===== config.mk =====
export PLATFORM = sky130hd
export DESIGN_NAME = vend_change_dispenser
export DESIGN_NICKNAME = d
export VERILOG_FILES = /design/src/rtl/vend_change_dispenser.sv
export SDC_FILE = /design/constraint.sdc
export NUM_CORES = 1
export LEC_CHECK = 0
export ABC_AREA = 1
export CAP_MARGIN = 20
export CORE_ASPECT_RATIO = 0.9
export CORE_MARGIN = 2
export CORE_UTILIZATION = 49
export CTS_BUF_LIST = sky130_fd_sc_hd__clkbuf_4 sky130_fd_sc_hd__clkbuf_8
export DETAILED_ROUTE_END_ITERATION = 10
export HOLD_SLACK_MARGIN = 0.08
export PLACE_DENSITY_LB_ADDON = 0.25
export SLEW_MARGIN = 10
export SYNTH_ARGS = -nofsm -noshare
export SYNTH_HDL_FRONTEND = slang
export SYNTH_SLANG_ARGS = --single-unit

===== constraint.sdc =====
create_clock -name clk -period 1.7 [get_ports clk]
set_clock_uncertainty 0.2 [all_clocks]
set_input_delay 0.255 -clock clk [delete_from_list [all_inputs] [get_ports clk]]
set_output_delay 0.255 -clock clk [all_outputs]
set_load 0.01 [all_outputs]

===== src/rtl/vend_change_dispenser.sv =====
// vend_change_dispenser: releases the sold product, then pays change as greedy
// large/small coin strobes with per-request ack handshakes and an ack timeout.
module vend_change_dispenser #(
    parameter int COIN_HI     = 10,
    parameter int COIN_LO     = 5,
    parameter int ACK_TIMEOUT = 15
) (
    input  logic       clk,
    input  logic       rst_n,
    input  logic       vend_valid,
    output logic       vend_ready,
    input  logic [1:0] product,
    input  logic [3:0] change,
    output logic       release_valid,
    output logic [1:0] release_product,
    input  logic       release_ack,
    output logic       coin_hi,
    output logic       coin_lo,
    input  logic       coin_ack,
    output logic       busy,
    output logic       done,
    output logic       err
);
    localparam logic [2:0] S_IDLE     = 3'd0;
    localparam logic [2:0] S_RELEASE  = 3'd1;
    localparam logic [2:0] S_PAY      = 3'd2;
    localparam logic [2:0] S_WAIT_ACK = 3'd3;
    localparam logic [2:0] S_DONE     = 3'd4;
    localparam logic [3:0] HI_VAL     = 4'(COIN_HI);
    localparam logic [3:0] LO_VAL     = 4'(COIN_LO);
    localparam logic [3:0] CNT_LAST   = 4'(ACK_TIMEOUT - 1);

    logic [2:0] r_state;
    logic [3:0] r_rem;
    logic [1:0] r_prod;
    logic [3:0] r_cnt;
    logic       r_rem_err;
    logic       r_to_err;
    logic       r_sel_hi;
    logic       w_timeout;

    assign w_timeout = (r_cnt == CNT_LAST);

    always_ff @(posedge clk or negedge rst_n) begin
        if (!rst_n) begin
            r_state   <= S_IDLE;
            r_rem     <= '0;
            r_prod    <= '0;
            r_cnt     <= '0;
            r_rem_err <= 1'b0;
            r_to_err  <= 1'b0;
            r_sel_hi  <= 1'b0;
        end else begin
            case (r_state)
                S_IDLE: if (vend_valid) begin
                    r_prod    <= product;
                    r_rem     <= change;
                    r_rem_err <= (int'(change) % COIN_LO) != 0;
                    r_cnt     <= '0;
                    r_state   <= S_RELEASE;
                end
                S_RELEASE: begin
                    // an ack in the final counted cycle still wins over the abort
                    if (release_ack) r_state <= S_PAY;
                    else if (w_timeout) begin
                        r_to_err <= 1'b1;
                        r_state  <= S_DONE;
                    end else r_cnt <= r_cnt + 4'd1;
                end
                S_PAY: begin
                    if (r_rem >= HI_VAL) begin
                        r_sel_hi <= 1'b1;
                        r_cnt    <= '0;
                        r_state  <= S_WAIT_ACK;
                    end else if (r_rem >= LO_VAL) begin
                        r_sel_hi <= 1'b0;
                        r_cnt    <= '0;
                        r_state  <= S_WAIT_ACK;
                    end else r_state <= S_DONE;
                end
                S_WAIT_ACK: begin
                    if (coin_ack) begin
                        r_rem   <= r_rem - (r_sel_hi ? HI_VAL : LO_VAL);
                        r_state <= S_PAY;
                    end else if (w_timeout) begin
                        r_to_err <= 1'b1;
                        r_state  <= S_DONE;
                    end else r_cnt <= r_cnt + 4'd1;
                end
                S_DONE: begin
                    r_rem_err <= 1'b0;
                    r_to_err  <= 1'b0;
                    r_state   <= S_IDLE;
                end
                default: r_state <= S_IDLE;
            endcase
        end
    end

    assign vend_ready      = (r_state == S_IDLE);
    assign busy            = (r_state != S_IDLE);
    assign release_valid   = (r_state == S_RELEASE);
    assign release_product = r_prod;
    assign coin_hi         = (r_state == S_WAIT_ACK) && r_sel_hi;
    assign coin_lo         = (r_state == S_WAIT_ACK) && !r_sel_hi;
    assign done            = (r_state == S_DONE);
    assign err             = (r_state == S_DONE) && (r_rem_err || r_to_err);
endmodule


==> results of run 1 <==
## area by class of cell
| cell class | count | area [um^2] | area share (%) |
|---|---|---|---|
| inverter | 28 | 105 | 6.04 |
| clock buffer | 4 | 36.3 | 2.08 |
| sequential | 16 | 400 | 23.0 |
| timing repair buffer | 48 | 404 | 23.2 |
| tap | 27 | 33.8 | 1.94 |
| multi-input combinational | 118 | 761 | 43.7 |
## synthesized netlist by cell type, drive strengths merged, types with 2 or more instances
cell	count
nand2	51
ha	8
dfrtp	16
nand3	14
o211ai	2
a21oi	6
xor2	2
nand4	4
nor2	19
inv	28
o21ai	8
## worst max-delay path, delay by kind of cell, from the launching register on
| kind | cells | cell delay, ns |
|---|---|---|
| buffers and inverters | 2 | 0.37 |
| flip-flops | 1 | 0.37 |
| AND/OR/NAND/NOR | 2 | 0.21 |
## cell families after synthesis
kind of cell,synth area share [%]
AO/OA/AOI/OAI,7.11
XOR/XNOR,1.46
adder cells (fa/ha/maj),10.0
buffers and inverters,9.41
flip-flops,33.5
AND/OR/NAND/NOR,38.5
## sequential cells by signal, summed over array words and instances (netlist names)
| register | count |
|---|---|
| release_product | 2 |
| r_state | 3 |
| r_cnt | 4 |
| r_rem_err | 1 |
| r_rem | 4 |
| r_to_err | 1 |
| r_sel_hi | 1 |
## metal layers
metal  vias to the layer above  wire [um]
li1                        612          -
met2                        31       1550
met1                       585       1290
met4                         0         40
met5                         -          0
met3                         6        140
## through the flow
step                      setup slack, ns  hold slack [ns]   TNS [ns]  power, mW
final                            -0.00880            0.243   -0.00908       2.99
after CTS                         -0.0150            0.288    -0.0298       2.75
after floorplan                 -0.000872           -0.241  -0.000872       1.79
after global routing              -0.0909            0.301     -0.442       3.27
after detailed placement           -0.392            0.265     -0.773       2.47
after global placement             -0.248            0.267     -0.587       2.39
## final timing paths
kind / startpoint / end / slack [ns]
setup / recovery: r_state[1] / coin_hi / -0.009
hold / removal: change[2] / r_rem[2] / 0.24
setup reg to reg: r_state[2] / r_rem[2] / 0.06
hold reg to reg: release_product[0] / release_product[0] / 0.29
max in group asynchronous: rst_n / r_to_err / 0.49
min in group asynchronous: rst_n / r_rem[1] / 0.61
## power by group through the flow
stage,registers [mW],clock network (mW),logic [mW]
floorplan,0.718,0,1.07
global placement,0.675,0,1.72
detailed placement,0.685,0,1.78
CTS,0.679,0.264,1.80
global route,0.713,0.283,2.27
finish,0.689,0.261,2.04
## what timing repair did
action,in CTS,in global routing
hold buffers,1,0
hold endpoints to repair,7,0
setup endpoints to repair,8,14
setup buffers,2,6
gates resized for setup,33,16
pin swaps,3,9
==> summary.md, run 1 <==
| Metric | Value |
|---|---|
| Number of CTS-inserted buffers | `3` |
| Residual DRC count | `0` |
| Endpoints failing hold | `0` |
| Part of the cycle the worst path needs | `101%` |
| Sequential fraction of the synthesis area | `33.5%` |
| P_int | `1.60 mW` |
| Post-Syn Area | `1200 um^2` |
| Fin cells | `241` |
| Most common cell after layout, fill and taps aside | `nand2_1` |
| Hpwl dp | `2.19 mm` |
| DR iter-0 viols | `26` |
| Post-synth EDFFs | `0` |
| I/O Pins | `20` |
| Cells after synthesis | `163` |
| GRT Util Overall | `23.5%` |
| Ant. Diodes | `0` |
| Root Buffer | `clkbuf_4` |
| Die Ht | `50.9 um` |
| Synth top area share | `33.5%` |
| Minimum clock period | `1.71 ns` |
| Placed cell areas | `1570 um^2` |
| Post-Syn Nets | `183` |
| Worst reg-to-reg path cell count | `8` |
| Hold WC Path Type | `in2reg` |
| Worst-Skew Late Latency | `0.30 ns` |
| Share of cells above drive strength 1 | `31.8%` |
| Vias in the first global route | `1216` |
| Slew @ Worst Pin | `0.285 ns` |
| Routed vias | `1234` |
| Final worst setup slack | `-0.00880 ns` |
| Top FF cell, synth | `dfrtp_1` |
| Leakage power | `0.943 nW` |
| VDD IR max | `1.05 mV` |
| Clk pwr share | `8.7%` |
| Cell area after layout | `1740 um^2` |
| TritonRoute pass-1 iters | `4` |
| Worst EP required | `1.24 ns` |
| Worst Setup Path Type | `reg2out` |
| CP Max Fanout | `4` |
| Layer with the highest usage | `met2` |
| CP startpoint kind | `register` |
| First-pass GRT wire length | `5.25 mm` |
| Synth Area per Inst | `7.34 um^2` |
| CTS tree | `built` |
| Row cnt | `16` |
| Asr flop ratio synth | `100%` |
| Synth area leader | `dfrtp_1` |
| DIE WIDTH | `56.1 um` |
| Ys Warns | `0` |
| Status | `finished, violations left` |
| Routed Antenna Nets | `0` |
| Slowest cell on the critical path | `dfrtp_1` |
| Via-per-instance ratio | `5.12` |
| Total placed cells including tap cells | `229` |
| Clock Sink Count | `16` |
| Met1 usage | `28.2%` |
| Initial antenna violation count | `0` |
| Sequential share of power | `23.0%` |
| Finished Core Util | `77.6%` |
| Area Overhead vs Synth | `45.5%` |
| Layout fillers | `158` |
| Number of synthesized register bits | `16` |
| Psw | `1.39 mW` |
| Max-slew headroom | `80.8%` |
| Largest net degree at the start of global routing | `17` |
| H-tree depth | `1` |
| Hold path cells | `6` |
| Biggest cell delay along the critical path | `0.37 ns` |
| Critical path capture point type | `output pin` |
| Power density over cell area | `1720 nW/um^2` |
| Routed wire per std cell | `12.5 um` |
| Endpoints failing setup | `2` |
| Initial Util | `53.3%` |
| Cell Chain, Critical Path | `buf_4 > nand3_2 > nor2_1 > clkdlybuf4s15_2` |
| Crit path DAT | `1.25 ns` |
| Max Clk Rate | `585 MHz` |
| Clock transition at path regs | `0.10 ns` |
| Largest cells by area after synthesis | `dfrtp_1 33%, nand2_1 15%, ha_1 8.4%` |
| Most frequent cells in the layout | `46 x nand2_1, 27 x buf_4, 23 x inv_1, 16 x dfrtp_1, 11 x nor2_1` |
| # Max-Cap Violations | `0` |
| RSZ-0062 raised after global routing | `yes` |
| GR Overflow Total | `0` |
| Violated checks | `setup timing` |
| Met3 usage in global routing | `6.08%` |
| Number of I/O port buffers | `19` |
| Sw frac | `46.4%` |
| Final Max Slew Viols | `0` |
| Final #Nets | `235` |
| Routed WL | `3.02 mm` |
| RD Place Congestion | `0.913` |
| Core ar. | `2240 um^2` |
| Die Area | `2850 um^2` |
| Netlist cell types | `25` |
| Met2 usage | `41.6%` |
| Comb pwr share | `68.2%` |
| Clock Tree Buf Depth | `2` |
Note: power is estimated with default switching activity, not from simulation.
==> inputs of run 2 (changes only) <==
--- a/config.mk
+++ b/config.mk
@@ -12,6 +12,7 @@
 export CORE_UTILIZATION = 49
 export CTS_BUF_LIST = sky130_fd_sc_hd__clkbuf_4 sky130_fd_sc_hd__clkbuf_8
 export DETAILED_ROUTE_END_ITERATION = 10
+export GPL_TIMING_DRIVEN = 0
 export HOLD_SLACK_MARGIN = 0.08
 export PLACE_DENSITY_LB_ADDON = 0.25
 export SLEW_MARGIN = 10
==> run 2 against run 1 <==
Against the previous run: the run still ends with setup timing left; sequential share of layout area grew 2.3 points; fmax shrank 0.78%; register-to-register slack is essentially flat; design area shrank 7.8%; worst hold slack lost 0.089 ns; largest cell class unchanged; largest power group unchanged.
==> summary.md, run 2 (synthesized netlist as in run 1, its figures left out) <==
| Metric | Value |
|---|---|
| Die Ht | `50.9 um (unchanged)` |
| Biggest regs | `r_cnt (4), r_rem (4), r_state (3) (unchanged)` |
| Violated checks | `setup timing (unchanged)` |
| Most common cell after layout, fill and taps aside | `nand2_1 (unchanged)` |
| Final #Nets | `220 (was 235)` |
| Routed vias | `1152 (was 1234)` |
| Endpoints failing hold | `0 (unchanged)` |
| CP Max Fanout | `3 (was 4)` |
| Hold_buf cts | `0 (was 1)` |
| Hold WC Path Type | `in2async (was in2reg)` |
| Core ar. | `2240 um^2 (unchanged)` |
| FF-to-FF Start | `r_sel_hi (was r_state[2])` |
| Via-per-instance ratio | `5.10 (was 5.12)` |
| Biggest cell delay along the critical path | `0.44 ns (was 0.37 ns)` |
| Number of I/O port buffers | `19 (unchanged)` |
| Endpoints failing setup | `2 (unchanged)` |
| Leakage power | `0.836 nW (was 0.943 nW)` |
| Slew @ Worst Pin | `0.680 ns (was 0.285 ns)` |
| CTS tree | `built (unchanged)` |
| Worst EP required | `1.24 ns (about the same)` |
| Crit path DAT | `1.27 ns (was 1.25 ns)` |
| Initial Util | `53.3% (unchanged)` |
| # Max-Cap Violations | `0 (unchanged)` |
| Routed WL | `2.73 mm (was 3.02 mm)` |
| Total placed cells including tap cells | `209 (was 229)` |
| DR iter-0 viols | `23 (was 26)` |
| Final worst setup slack | `-0.0222 ns (was -0.00880 ns)` |
| RSZ-0062 raised after global routing | `yes (unchanged)` |
| Layout fillers | `175 (was 158)` |
| P_int | `1.53 mW (was 1.60 mW)` |
| Minimum clock period | `1.72 ns (was 1.71 ns)` |
| Buf+Inv Stages, Crit Path | `3 (was 2)` |
| Routed wire per std cell | `12.1 um (was 12.5 um)` |
| GR Overflow Total | `0 (unchanged)` |
| Fin Hold WS | `0.154 ns (was 0.243 ns)` |
| Vias in the first global route | `1143 (was 1216)` |
| Row cnt | `16 (unchanged)` |
| Fin cells | `226 (was 241)` |
| Psw | `1.35 mW (was 1.39 mW)` |
| Die Area | `2850 um^2 (unchanged)` |
| Part of the cycle the worst path needs | `101% (about the same)` |
| Total negative slack | `-0.0300 ns (was -0.00908 ns)` |
| Final Max Slew Viols | `0 (unchanged)` |
| RD Place Congestion | `0.874 (was 0.913)` |
| Clk pwr share | `9.0% (was 8.7%)` |
| Max Clk Rate | `581 MHz (was 585 MHz)` |
| Sw frac | `47.0% (was 46.4%)` |
| CP startpoint kind | `register (unchanged)` |
| Power density over cell area | `1790 nW/um^2 (was 1720 nW/um^2)` |
| Initial antenna violation count | `0 (unchanged)` |
| Cell Chain, Critical Path | `inv_4 > nand2_4 > nor2_4 > inv_2 > nor2_2 > buf_2 (was buf_4 > nand3_2 > nor2_1 > clkdlybuf4s15_2)` |
| Max-slew headroom | `54.5% (was 80.8%)` |
| Comb pwr share | `65.6% (was 68.2%)` |
| I/O Pins | `20 (unchanged)` |
| First-pass GRT wire length | `4.82 mm (was 5.25 mm)` |
| Critical path capture point type | `output pin (unchanged)` |
| Area Overhead vs Synth | `34.2% (was 45.5%)` |
| Worst Setup Path Type | `reg2out (unchanged)` |
| Residual DRC count | `0 (unchanged)` |
| Worst reg2reg endpoint | `r_rem[1] (was r_rem[2])` |
| Cell area after layout | `1610 um^2 (was 1740 um^2)` |
| Slowest cell on the critical path | `dfrtp_2 (was dfrtp_1)` |
| GRT Util Overall | `21.7% (was 23.5%)` |
| FF-to-FF setup slack | `0.06 ns (about the same)` |
| Hpwl dp | `1.89 mm (was 2.19 mm)` |
| H-tree depth | `1 (unchanged)` |
| Delay-heaviest family, CP | `flip-flops (unchanged)` |
| Root Buffer | `clkbuf_4 (unchanged)` |
| Number of CTS-inserted buffers | `3 (unchanged)` |
| Status | `finished, violations left (unchanged)` |
| TritonRoute pass-1 iters | `4 (unchanged)` |
| Worst reg-to-reg path cell count | `5 (was 8)` |
| Clock Tree Buf Depth | `2 (unchanged)` |
| Clock Sink Count | `16 (unchanged)` |
| Routed Antenna Nets | `0 (unchanged)` |
| Most frequent cells in the layout | `46 x nand2_1, 21 x inv_1, 14 x buf_4, 11 x dfrtp_1 (was 46 x nand2_1, 27 x buf_4, 23 x inv_1, 16 x dfrtp_1, 11 x nor2_1)` |
| Clock transition at path regs | `0.10 ns (about the same)` |
| Share of cells above drive strength 1 | `30.7% (was 31.8%)` |
| Largest net degree at the start of global routing | `17 (unchanged)` |
| Ant. Diodes | `0 (unchanged)` |
| Sequential share of power | `25.3% (was 23.0%)` |
| DIE WIDTH | `56.1 um (unchanged)` |
| VDD IR max | `1.10 mV (was 1.05 mV)` |
| Placed cell areas | `1420 um^2 (was 1570 um^2)` |
| Worst-Skew Late Latency | `0.30 ns (about the same)` |
run 2: cell count changes in the layout (fill, tap and decap cells not counted), moves of 3 or more:
cell / before / now
dlymetal6s2s_1: 3 / 0
buf_4: 27 / 14
dfrtp_2: 0 / 5
dfrtp_1: 16 / 11
run 2: layer usage:
metal | part of all wire [%] | vias to the layer above | GRT usage, %
li1 | - | 587 | -
met1 | 44 | 536 | 26.3
met2 | 50 | 24 | 38.4
met3 | 5.3 | 5 | 6.08
met4 | 0.77 | 0 | 5.16
met5 | 0 | - | 0
run 2: area by class of cell:
class	instances	area (um^2)	area share [%]
Sequential cell	16	407	25.3
Multi-Input combinational cell	118	749	46.7
Tap cell	27	33.8	2.10
Timing Repair Buffer	33	264	16.4
Inverter	28	115	7.17
Clock buffer	4	36.3	2.26
run 2: worst max-delay path by stage:
stage | start | endpoint | cells past startpoint
after floorplan | r_sel_hi | r_rem[1] | 6
after global placement | change[1] | r_rem_err | 9
after detailed placement | change[1] | r_rem_err | 9
after CTS | r_state[1] | err | 6
after global routing | r_state[1] | err | 6
final | r_state[1] | err | 6
run 2: metrics by stage:
stage,worst slack (ns),power [mW],util [%]
3_5_place_dp,-0.390,2.23,63.4
3_3_place_gp,-0.328,2.18,63.4
6_report,-0.0222,2.88,71.6
5_1_grt,-0.108,3.18,71.6
4_1_cts,-0.0450,2.72,69.3
2_1_floorplan,-0.000872,1.79,-
run 2: power by group through the flow:
stage | clock (mW) | combinational [mW] | sequential [mW]
after global routing | 0.279 | 2.15 | 0.754
final | 0.261 | 1.89 | 0.729
after floorplan | 0 | 1.07 | 0.718
after global placement | 0 | 1.44 | 0.740
after detailed placement | 0 | 1.49 | 0.749
after CTS | 0.258 | 1.75 | 0.712
run 2: what timing repair did:
item / 4_1_cts / 5_1_grt
pin swaps: 3 / 5
setup buffers: 10 / 4
gates resized for setup: 40 / 14
setup endpoints to repair: 10 / 14
==> inputs of run 3 (changes only) <==
--- a/config.mk
+++ b/config.mk
@@ -8,7 +8,6 @@
 export ABC_AREA = 1
 export CAP_MARGIN = 20
 export CORE_ASPECT_RATIO = 0.9
-export CORE_MARGIN = 2
 export CORE_UTILIZATION = 49
 export CTS_BUF_LIST = sky130_fd_sc_hd__clkbuf_4 sky130_fd_sc_hd__clkbuf_8
 export DETAILED_ROUTE_END_ITERATION = 10
==> run 3 against run 2 <==
Against the previous run: the run still ends with setup timing left; non-clock buffer count is 3 lower; global-route usage is 2.3 points higher; fmax is 0.73% lower; critical path type unchanged; largest cell class unchanged.
==> summary.md, run 3 (synthesized netlist as in run 1, its figures left out) <==
| Metric | Value |
|---|---|
| Root Buffer | `clkbuf_4 (unchanged)` |
| DR iter-0 viols | `23 (unchanged)` |
| Biggest cell delay along the critical path | `0.43 ns (was 0.44 ns)` |
| Ant. Diodes | `0 (unchanged)` |
| Total placed cells including tap cells | `209 (unchanged)` |
| Final #Nets | `217 (was 220)` |
| Worst EP required | `1.24 ns (about the same)` |
| Clock Sink Count | `16 (unchanged)` |
| Final Max Slew Viols | `0 (unchanged)` |
| Number of I/O port buffers | `19 (unchanged)` |
| Part of the cycle the worst path needs | `102% (was 101%)` |
| Cell area after layout | `1600 um^2 (was 1610 um^2)` |
| Leakage power | `0.827 nW (was 0.836 nW)` |
| Row cnt | `16 (unchanged)` |
| Most frequent cells in the layout | `46 x nand2_1, 21 x inv_1, 11 x dfrtp_1, 10 x clkdlybuf4s50_1, 10 x buf_4 (was 46 x nand2_1, 21 x inv_1, 14 x buf_4, 11 x dfrtp_1)` |
| Max Clk Rate | `576 MHz (was 581 MHz)` |
| Vias in the first global route | `1105 (was 1143)` |
| Worst-Skew Late Latency | `0.29 ns (was 0.30 ns)` |
| CP startpoint kind | `register (unchanged)` |
| Via-per-instance ratio | `5.04 (was 5.10)` |
| Total power | `2.87 mW (was 2.88 mW)` |
| Die Ht | `48.9 um (was 50.9 um)` |
| Max-slew headroom | `53.3% (was 54.5%)` |
| Clock Tree Buf Depth | `2 (unchanged)` |
| GR Overflow Total | `0 (unchanged)` |
| GRT Util Overall | `24.0% (was 21.7%)` |
| Status | `finished, violations left (unchanged)` |
| CP Max Fanout | `3 (unchanged)` |
| Initial antenna violation count | `0 (unchanged)` |
| Slew @ Worst Pin | `0.699 ns (was 0.680 ns)` |
| Routed wire per std cell | `12.7 um (was 12.1 um)` |
| Residual DRC count | `0 (unchanged)` |
| VDD IR max | `1.06 mV (was 1.10 mV)` |
| Endpoints failing setup | `1 (was 2)` |
| Routed vias | `1124 (was 1152)` |
| Core ar. | `2240 um^2 (unchanged)` |
| Hold WC Path Type | `in2async (unchanged)` |
| CTS tree | `built (unchanged)` |
| Die Area | `2640 um^2 (was 2850 um^2)` |
| Final worst setup slack | `-0.0348 ns (was -0.0222 ns)` |
| RSZ-0062 raised after global routing | `yes (unchanged)` |
| Biggest regs | `r_cnt (4), r_rem (4), r_state (3) (unchanged)` |
| Minimum clock period | `1.73 ns (was 1.72 ns)` |
| DIE WIDTH | `54.1 um (was 56.1 um)` |
| Violated checks | `setup timing (unchanged)` |
| Share of cells above drive strength 1 | `30.6% (was 30.7%)` |
| # Max-Cap Violations | `0 (unchanged)` |
| TritonRoute pass-1 iters | `4 (unchanged)` |
| Post-place setup slack | `-0.402 ns (was -0.390 ns)` |
| RD Place Congestion | `0.873 (was 0.874)` |
| Placed cell areas | `1420 um^2 (unchanged)` |
| Routed Antenna Nets | `0 (unchanged)` |
| Crit path DAT | `1.28 ns (was 1.27 ns)` |
| Cell Chain, Critical Path | `inv_2 > nand2_4 > nor2_4 > inv_2 > nor2_2 > buf_2 (was inv_4 > nand2_4 > nor2_4 > inv_2 > nor2_2 > buf_2)` |
| Finished Core Util | `71.1% (was 71.6%)` |
| I/O Pins | `20 (unchanged)` |
| Hpwl dp | `1.94 mm (was 1.89 mm)` |
| Fin cells | `223 (was 226)` |
| Endpoints failing hold | `0 (unchanged)` |
| Critical path capture point type | `output pin (unchanged)` |
| Most used cell, CP | `inv_2` |
| Clock transition at path regs | `0.10 ns (about the same)` |
| Most common cell after layout, fill and taps aside | `nand2_1 (unchanged)` |
| Area Overhead vs Synth | `33.4% (was 34.2%)` |
| First-pass GRT wire length | `4.60 mm (was 4.82 mm)` |
| Power density over cell area | `1800 nW/um^2 (was 1790 nW/um^2)` |
| Initial Util | `53.3% (unchanged)` |
| Layout fillers | `182 (was 175)` |
| Total negative slack | `-0.0348 ns (was -0.0300 ns)` |
| Slowest cell on the critical path | `dfrtp_2 (unchanged)` |
| Largest net degree at the start of global routing | `17 (unchanged)` |
| Routed WL | `2.83 mm (was 2.73 mm)` |
| Worst Setup Path Type | `reg2out (unchanged)` |
| Number of CTS-inserted buffers | `3 (unchanged)` |
| Hold_buf cts | `0 (unchanged)` |
| Fin Hold WS | `0.176 ns (was 0.154 ns)` |
| H-tree depth | `1 (unchanged)` |
==> run 3: report_power, final <==
part	internal [mW]	switching [mW]	total, mW	leakage, nW
sequential	0.564	0.168	0.732	0.196
combinational	0.805	1.07	1.88	0.609
clock	0.130	0.129	0.260	0.0210
==> run 3: critical path: cells and delay by family (launching register included) <==
family                 cells  cell delay [ns]
buffers and inverters      3             0.29
flip-flops                 1             0.43
AND/OR/NAND/NOR            3             0.27
==> run 3: repair_timing <==
action	CTS	global route
pin swaps	3	6
buffers inserted	8	3
setup endpoints to repair	10	13
gates resized for setup	46	11
==> run 3: worst paths after layout <==
path	start	endpoint	slack (ns)	depth (start not counted)
max reg2reg	r_sel_hi	r_rem[1]	0.05	6
min	rst_n	r_rem[3]	0.18	1
max in group asynchronous	rst_n	r_cnt[0]	0.64	1
min reg2reg	release_product[0]	release_product[0]	0.29	2
max	r_state[1]	err	-0.03	6
min in group clk	product[1]	release_product[1]	0.28	3
==> run 3: per-layer routing <==
metal	GRT usage (%)	up-vias	share of wire, %
met4	5.13	0	0.53
met5	0	-	0
met3	6.23	2	3.7
met2	40.7	22	50
met1	29.9	521	46
li1	-	579	-
==> run 3: area by class of cell <==
type | count | area [um^2] | area share (%)
timing repair buffer | 30 | 251 | 15.8
clock buffer | 4 | 36.3 | 2.27
sequential | 16 | 407 | 25.5
inverter | 28 | 110 | 6.90
tap | 27 | 33.8 | 2.12
multi-input combinational | 118 | 757 | 47.5
